==> config.mk <==
export PLATFORM = sky130hd
export DESIGN_NAME = fetch_unit
export DESIGN_NICKNAME = d
export VERILOG_FILES = /design/src/rtl/fetch_unit.sv
export SDC_FILE = /design/constraint.sdc
export NUM_CORES = 1
export LEC_CHECK = 0
export CELL_PAD_IN_SITES_DETAIL_PLACEMENT = 0
export CELL_PAD_IN_SITES_GLOBAL_PLACEMENT = 1
export CORE_AREA = 2 2 120 122
export CTS_CLUSTER_DIAMETER = 100
export DETAILED_ROUTE_END_ITERATION = 8
export DIE_AREA = 0 0 122 124
export PLACE_DENSITY_LB_ADDON = 0.1
export SYNTH_ARGS = -nofsm -noshare
export SYNTH_HDL_FRONTEND = slang
export SYNTH_SLANG_ARGS = --single-unit
==> constraint.sdc <==
create_clock -name clk -period 2.4 [get_ports clk]
set_input_delay 0.24 -clock clk [delete_from_list [all_inputs] [get_ports clk]]
set_output_delay 0.24 -clock clk [all_outputs]
set_load 0.1 [all_outputs]
==> src/rtl/fetch_unit.sv <==
// -----------------------------------------------------------------------------
// fetch_unit -- instruction-fetch stage of the 5-stage pipeline.
//
// Owns the PC, issues at most one outstanding valid/ready request to
// instruction memory, presents each returned instruction to the IF/ID
// register and follows redirects from pipeline control. A response that
// belongs to a request issued before a flush is dropped.
//
// Ports:
//   clk              clock, rising edge
//   rst_n            asynchronous active-low reset
//   pc_ctrl          {stall, flush} from pipeline control
//   redirect_pc      new PC, taken when pc_ctrl.flush=1
//   imem_req_valid   fetch request valid
//   imem_req_ready   memory accepts the request
//   imem_req_addr    fetch address (the PC)
//   imem_resp_valid  one-cycle response strobe, in request order
//   imem_resp_data   fetched instruction
//   if_req           {stall_req, flush_req[4:0]} to pipeline control
//   if_valid         if_instr/if_pc carry a real instruction this cycle
//   if_instr         instruction to IF/ID (NOP_INSTR when if_valid=0)
//   if_pc            PC of if_instr
//
// Optional build macro RV5STAGE_FETCH_PERF_EN adds:
//   perf_fetched       instructions delivered (if_valid && !stall), saturating
//   perf_stall_cycles  cycles with if_req.stall_req=1, saturating
// -----------------------------------------------------------------------------

// Pipeline control handshake types shared with the control block.
typedef struct packed {
  logic stall;
  logic flush;
} PipeControl;

typedef struct packed {
  logic       stall_req;
  logic [4:0] flush_req;  // one bit per pipeline stage
} PipeRequest;

module fetch_unit #(
  parameter int unsigned      XLEN      = 32,
  parameter logic [XLEN-1:0]  RESET_PC  = 32'h0000_0000,
  parameter logic [XLEN-1:0]  NOP_INSTR = 32'h0000_0013
) (
  input  logic            clk,
  input  logic            rst_n,
  input  PipeControl      pc_ctrl,
  input  logic [XLEN-1:0] redirect_pc,
  output logic            imem_req_valid,
  input  logic            imem_req_ready,
  output logic [XLEN-1:0] imem_req_addr,
  input  logic            imem_resp_valid,
  input  logic [XLEN-1:0] imem_resp_data,
  output PipeRequest      if_req,
  output logic            if_valid,
  output logic [XLEN-1:0] if_instr,
  output logic [XLEN-1:0] if_pc
`ifdef RV5STAGE_FETCH_PERF_EN
  ,
  output logic [31:0]     perf_fetched,
  output logic [31:0]     perf_stall_cycles
`endif
);

  typedef enum logic [2:0] {
    BOOT  = 3'd0,
    REQ   = 3'd1,
    WAIT  = 3'd2,
    HOLD  = 3'd3,
    DRAIN = 3'd4
  } state_e;

  state_e          state_q, state_d;
  logic [XLEN-1:0] pc_q, pc_d;
  logic [XLEN-1:0] hold_q, hold_d;

  // An instruction is available this cycle (before any flush kill). Built
  // from state and imem_resp_valid only, so stall_req never sees pc_ctrl and
  // the stall loop through pipeline control stays combinationally open.
  logic presenting;

  always_ff @(posedge clk or negedge rst_n) begin
    if (!rst_n) begin
      state_q <= BOOT;
      pc_q    <= RESET_PC;
      hold_q  <= NOP_INSTR;
    end else begin
      state_q <= state_d;
      pc_q    <= pc_d;
      hold_q  <= hold_d;
    end
  end

  always_comb begin
    state_d        = state_q;
    pc_d           = pc_q;
    hold_d         = hold_q;
    imem_req_valid = 1'b0;
    if_valid       = 1'b0;
    if_instr       = NOP_INSTR;
    presenting     = 1'b0;

    case (state_q)
      BOOT: begin
        state_d = REQ;
      end

      REQ: begin
        imem_req_valid = 1'b1;
        if (pc_ctrl.flush) begin
          pc_d = redirect_pc;
          // A request accepted alongside the flush is stale: drain it.
          state_d = imem_req_ready ? DRAIN : REQ;
        end else if (imem_req_ready) begin
          state_d = WAIT;
        end
      end

      WAIT: begin
        if (imem_resp_valid) begin
          presenting = 1'b1;
          if (pc_ctrl.flush) begin
            pc_d    = redirect_pc;
            state_d = REQ;
          end else begin
            if_valid = 1'b1;
            if_instr = imem_resp_data;
            hold_d   = imem_resp_data;
            if (!pc_ctrl.stall) begin
              pc_d    = pc_q + XLEN'(4);
              state_d = REQ;
            end else begin
              state_d = HOLD;
            end
          end
        end else if (pc_ctrl.flush) begin
          pc_d    = redirect_pc;
          state_d = DRAIN;
        end
      end

      HOLD: begin
        presenting = 1'b1;
        if (pc_ctrl.flush) begin
          pc_d    = redirect_pc;
          state_d = REQ;
        end else begin
          if_valid = 1'b1;
          if_instr = hold_q;
          if (!pc_ctrl.stall) begin
            pc_d    = pc_q + XLEN'(4);
            state_d = REQ;
          end
        end
      end

      DRAIN: begin
        if (pc_ctrl.flush) begin
          pc_d = redirect_pc;
        end
        if (imem_resp_valid) begin
          state_d = REQ;
        end
      end

      default: begin
        state_d = BOOT;
      end
    endcase
  end

  assign imem_req_addr     = pc_q;
  assign if_pc             = pc_q;
  assign if_req.stall_req  = (state_q != BOOT) && !presenting;
  assign if_req.flush_req  = '0;

`ifdef RV5STAGE_FETCH_PERF_EN
  logic [31:0] perf_fetched_q;
  logic [31:0] perf_stall_q;

  always_ff @(posedge clk or negedge rst_n) begin
    if (!rst_n) begin
      perf_fetched_q <= '0;
      perf_stall_q   <= '0;
    end else begin
      if (if_valid && !pc_ctrl.stall && (perf_fetched_q != 32'hFFFF_FFFF)) begin
        perf_fetched_q <= perf_fetched_q + 32'd1;
      end
      if (if_req.stall_req && (perf_stall_q != 32'hFFFF_FFFF)) begin
        perf_stall_q <= perf_stall_q + 32'd1;
      end
    end
  end

  assign perf_fetched      = perf_fetched_q;
  assign perf_stall_cycles = perf_stall_q;
`endif

endmodule

==> metrics.txt, run 1 <==
first-pass GRT wire length 21.0 mm; diode insertion count for antenna repair 0; post-synthesis cell type with the largest combined area sky130_fd_sc_hd__dfrtp_1; initial antenna violation count 0; most numerous cell types in the synthesized netlist sky130_fd_sc_hd__nand2_1 (192), sky130_fd_sc_hd__dfrtp_1 (64), sky130_fd_sc_hd__buf_4 (37); Crit path max-delay family simple AND/OR/NAND/NOR gates; die extent in y between 100 and 150 um; clock latency of the later-clocked register in the worst-skew pair 340 ps; flip-flop cell with the highest count after synthesis sky130_fd_sc_hd__dfrtp_1; count of standard-cell rows 43; worst min-delay path class in2async; via count of the first global-routing pass 4019; Worst-path clk slew 50 ps; vias per inst 5.05; Hold Buf Count CTS 0; most instantiated library cell after synthesis sky130_fd_sc_hd__nand2_1; Max clock buf depth 2; min Tclk post-route 2310 ps; setup violators final 0; Final Net Count 746; crit path max-delay cell type sky130_fd_sc_hd__or3b_2; CTS HTree Levels 3; Synth top area share a little under two fifths; Area growth, synth to finish 55.7%; CP Launch Type flop; number of CTS-inserted buffers 9; required time at the worst-slack endpoint 2160 ps; sum of negative setup slack 0 ps; die outline area roughly 0.015 mm^2; Port Buffer Count 168; worst hold slack 38.6 ps; CTS root buf sky130_fd_sc_hd__clkbuf_16; half-perimeter wire length after detailed placement ~9.7 mm; period utilization 96.0%; Critical Path AT 2070 ps; total number of vias 4345; highest clock frequency the design can meet 434 MHz; remaining design rule violation count 0; flops & latches, synth 67; top cells by area in the synthesized netlist sky130_fd_sc_hd__dfrtp_1 (38%), sky130_fd_sc_hd__nand2_1 (17%), sky130_fd_sc_hd__buf_4 (6.6%); floorplan core area 0.0137 mm^2; area occupied by registers 0.00170 mm^2; footprint of the multi-input gates 0.00221 mm^2; worst-margin pin slew 897 ps; sequential area share after synthesis about two fifths; cells along the critical path or3b_2 > nor2b_4 > clkbuf_16 > nand2_1 > nand2_2 > buf_12; clk_skew ~5.7 ps; effective utilization at floorplan 30.8%; TritonCTS clock tree built; total of warnings raised by yosys 0; detailed-route wire length 13.7 mm; mean post-synth cell area 7.90 um^2; run status finished clean; count of clock tree sinks 67; unrepaired setup endpoints after global routing no; endpoint class of the critical path output pin; buffering stage count on the worst path with inverters included 2; boundary pin count ~170; GRT Util Overall between 10% and 20%; pin count of the biggest net entering global routing 68; number of unique standard cell types used by synthesis between 60 and 70; cell area after synthesis 0.00422 mm^2; Post-synth EDFFs 0; Mapped Cells around 540; critical path class reg2out; antenna violation net count after detailed routing 0; worst max-slew margin expressed relative to the limit 40.2%; max-cap violations 0; number of slew-limit violations in the final report 0; final core utilization 47.9%; first-pass iteration count of the detailed router 4; fraction of registers with async set/reset 100%; CP Max Fanout 16; number of hold-slack violations in the final timing report 0; CP peak stage delay 510 ps; number of non-filler instances in the completed layout 860; Iter 0 DRT Violations 249; wire length per cell 15.9 um; aggregate global routing overflow 0; horizontal extent of the die 122 um; fill count 1323; share of post-route cells with drive strength above 1 30.1%; post-placement cell count 842; GP Congestion 0.808
## what timing repair did
item                       CTS  global route
resized for setup            0             4
buffers inserted             0             1
setup endpoints to repair    0            32
## cell type report
| type | count | area share (%) |
|---|---|---|
| clock inverter | 4 | 1.12 |
| tap | 180 | 3.42 |
| inverter | 7 | 0.400 |
| multi-input combinational | 400 | 33.6 |
| sequential | 67 | 25.8 |
| timing repair buffer | 190 | 31.8 |
| clock buffer | 12 | 3.90 |
## sequential cells by signal (all words and copies together) (netlist names)
| register | count |
|---|---|
| hold_q | 32 |
| if_pc | 32 |
| state_q | 3 |
## per-stage QoR
stage	setup slack, ps	area [um^2]
after floorplan	-105	4320
after global placement	113	6200
after detailed placement	74.6	6200
after CTS	13.2	6530
after global routing	18.7	6580
final	94.9	6580
## metal layers
layer	vias up	GRT usage, %	routed length (um)
met1	2089	25.0	6290
met3	11	4.08	975
met2	163	27.4	6220
met4	0	7.40	204
met5	-	0	0
li1	2082	-	-
## final timing paths
kind                       slack, ps  depth (start not counted)      startpoint            to
min in group clk                 430                          3  redirect_pc[1]      if_pc[1]
max in group asynchronous       1740                          1           rst_n    state_q[1]
setup reg to reg                 270                          6        if_pc[2]     if_pc[24]
setup / recovery                  90                          6      state_q[2]  if_instr[21]
hold / removal                    40                          1           rst_n     if_pc[19]
hold reg to reg                  460                          2       hold_q[1]     hold_q[1]
## cell usage in the layout, fill, tap and decap left out, types with 3 or more instances in the layout
master                            count
sky130_fd_sc_hd__nand2_1            165
sky130_fd_sc_hd__buf_4               83
sky130_fd_sc_hd__clkdlybuf4s50_1     68
sky130_fd_sc_hd__dfrtp_1             50
sky130_fd_sc_hd__buf_12              38
sky130_fd_sc_hd__nand2_2             28
sky130_fd_sc_hd__nand3_1             22
sky130_fd_sc_hd__o21ai_0             20
sky130_fd_sc_hd__a21oi_1             20
sky130_fd_sc_hd__nor2_1              14
sky130_fd_sc_hd__dfrtp_2             14
sky130_fd_sc_hd__and3_1              11
sky130_fd_sc_hd__clkbuf_16           10
sky130_fd_sc_hd__o22ai_1              8
sky130_fd_sc_hd__nand4_1              7
sky130_fd_sc_hd__mux2i_1              7
sky130_fd_sc_hd__inv_1                6
sky130_fd_sc_hd__o211ai_1             6
sky130_fd_sc_hd__o22a_1               5
sky130_fd_sc_hd__nor3_1               5
sky130_fd_sc_hd__conb_1               5
sky130_fd_sc_hd__nor2b_1              4
sky130_fd_sc_hd__or3_1                4
sky130_fd_sc_hd__a22oi_1              4
sky130_fd_sc_hd__nor4_1               4
sky130_fd_sc_hd__and4_1               3
sky130_fd_sc_hd__o311ai_0             3
sky130_fd_sc_hd__a31oi_1              3
sky130_fd_sc_hd__dfstp_2              3
## kinds of logic (layout without fill, tap and decap cells)
logic type | after synthesis | in the layout | synth area share [%]
fa+ha+maj | 1 | 1 | 0.296
flops | 67 | 67 | 39.8
mux | 9 | 9 | 2.19
other cells | 1 | 5 | 0.0888
buf+inv | 72 | 213 | 10.2
xor+xnor | 4 | 4 | 0.830
compound gates | 86 | 86 | 13.4
simple gates | 295 | 295 | 33.2
Power of run 1 is not shown: default switching activity piles up to over one toggle a cycle in this logic, so the estimate is an artifact.
==> run 2: changes to the inputs <==
--- a/config.mk
+++ b/config.mk
@@ -12,6 +12,7 @@
 export DETAILED_ROUTE_END_ITERATION = 8
 export DIE_AREA = 0 0 122 124
 export PLACE_DENSITY_LB_ADDON = 0.1
+export SKIP_CTS_REPAIR_TIMING = 1
 export SYNTH_ARGS = -nofsm -noshare
 export SYNTH_HDL_FRONTEND = slang
 export SYNTH_SLANG_ARGS = --single-unit
==> results of run 2 <==
The final DEF is identical to that of run 1; final timing and power are the same.
Power of run 2 is left out for the same reason.
==> run 3: changes to the inputs <==
==> constraint.sdc (replaced) <==
create_clock -name clk -period 2.4 [get_ports clk]
set_input_delay 0.24 -clock clk [delete_from_list [all_inputs] [get_ports clk]]
set_output_delay 0.24 -clock clk [all_outputs]
set_load 0.01 [all_outputs]
==> run 3 against run 2 <==
Effect of this change: the flow now finishes with violations (negative hold slack); via count up 0.23%; utilization up 0.32 points; final area up 0.67%; sequential share of layout area down 0.42 points; cell count up 3.1%.
==> metrics.txt, run 3 (synthesis gave the netlist of run 1 again) <==
run status finished, violations left; violated checks negative hold slack; first-pass iteration count of the detailed router 4; setup violators final 0; worst max-slew margin expressed relative to the limit 37.9%; half-perimeter wire length after detailed placement 9.54 mm; cells along the critical path buf_4 > nor2_2 > buf_4 > nand3_2 > o22a_1 > clkdlybuf4s50_1; CP peak stage delay 490 ps; number of CTS-inserted buffers 9; area occupied by registers 0.00168 mm^2; antenna violation net count after detailed routing 0; Area growth, synth to finish 56.7%; VDD IR max 0.338 mV; footprint of the multi-input gates 0.00215 mm^2; share of post-route cells with drive strength above 1 between 10% and 20%; total leakage power 3.51 nW; cell repeated most along the worst path sky130_fd_sc_hd__buf_4; number of hold-slack violations in the final timing report 1; period utilization 96.3%; diode insertion count for antenna repair 0; CP Max Fanout 9; horizontal extent of the die between 100 and 150 um; required time at the worst-slack endpoint about 2200 ps; most common library cell in the layout ignoring fill and taps sky130_fd_sc_hd__nand2_1; CTS HTree Levels 3; via count of the first global-routing pass roughly 4k; count of clock tree sinks 67; aggregate global routing overflow 0; worst-margin pin slew about 930 ps; clk_skew 6.07 ps; crit path max-delay cell type sky130_fd_sc_hd__clkdlybuf4s50_1; effective utilization at floorplan 30.8%; endpoint class of the critical path output pin; detailed-route wire length 13.9 mm; floorplan core area 0.0137 mm^2; boundary pin count 174; Iter 0 DRT Violations 177; Port Buffer Count 168; total number of vias 4355; number of non-filler instances in the completed layout 887; worst min-delay path class in2async; reg2reg path depth 6; wire length per cell 15.7 um; final core utilization 48.3%; CP Launch Type flop; GP Congestion 0.846; Critical Path AT 2070 ps; Worst-path clk slew 60 ps; number of slew-limit violations in the final report 0; power per standard cell area 1180 mW/mm^2; count of standard-cell rows 43; remaining design rule violation count 0; most frequent cells in the layout sky130_fd_sc_hd__nand2_1 (192), sky130_fd_sc_hd__clkdlybuf4s50_1 (138), sky130_fd_sc_hd__dfrtp_1 (63); Max clock buf depth 2; Worst R2R Start if_pc[3]; die extent in y 124 um; pin count of the biggest net entering global routing slightly below 70; worst hold slack -0.0454 ps; first element of the critical path state_q[2]; vias per inst 4.91; Critical R2R Capture if_pc[24]; highest clock frequency the design can meet 433 MHz; TritonCTS clock tree built; GRT Util Overall 17.9%; CTS root buf sky130_fd_sc_hd__clkbuf_16; endpoint of the worst setup timing path if_instr[0]; clock latency of the later-clocked register in the worst-skew pair ~350 ps; minimum setup slack among reg-to-reg paths about 250 ps; min Tclk post-route 2310 ps; post-placement cell count about 860; max-cap violations 0; Final Net Count around 770; first-pass GRT wire length 20.9 mm; critical path class reg2out; initial antenna violation count 0; die outline area around 0.015 mm^2; fill count 1340
run 3: worst min path at each step:
stage	from	end	slack, ps	depth (start not counted)
final	rst_n	if_pc[26]	-0.05	1
after floorplan	rst_n	hold_q[10]	-60	0
after global routing	rst_n	if_pc[28]	120	1
after detailed placement	rst_n	if_pc[28]	450	1
after CTS	rst_n	if_pc[27]	80	1
after global placement	rst_n	if_pc[28]	440	1
run 3: through the flow:
| step | setup WS [ps] | TNS (ps) | instance area (um^2) | total power [mW] |
|---|---|---|---|---|
| after floorplan | 333 | 0 | 4240 | 4.47 |
| final | 88.7 | 0 | 6620 | 7.83 |
| after CTS | -167 | -3920 | 6420 | 7.86 |
| after global placement | -118 | -2510 | 6080 | 6.21 |
| after detailed placement | -125 | -2590 | 6080 | 6.28 |
| after global routing | -1.71 | -1.71 | 6620 | 8.40 |
run 3: layout make-up:
type | count | area share, %
Timing Repair Buffer | 217 | 33.2
Multi-Input combinational cell | 400 | 32.5
Sequential cell | 67 | 25.4
Clock buffer | 9 | 3.40
Tap cell | 180 | 3.40
Clock inverter | 7 | 1.76
Inverter | 7 | 0.397
run 3: critical path, delay by kind of cell (launching register included):
family	cells	cell delay, ps
buffers and inverters	3	800
DFF	1	380
and+or+nand+nor	2	300
AOI/OAI and AO/OA	1	250
run 3: layer usage:
layer	vias to the layer above	global-route usage [%]	share of wire (%)
li1	2132	-	-
met1	2054	21.6	41
met2	143	29.5	49
met3	26	5.40	7.5
met4	0	8.19	2.7
met5	-	0	0
run 3: where the power goes:
group          switching, mW  total [mW]  internal (mW)
Sequential             0.634        2.36           1.72
Combinational           1.88        3.93           2.05
Clock                  0.533        1.54           1.01
Total                   3.05        7.83           4.78
(Power assumes the default switching activity.)
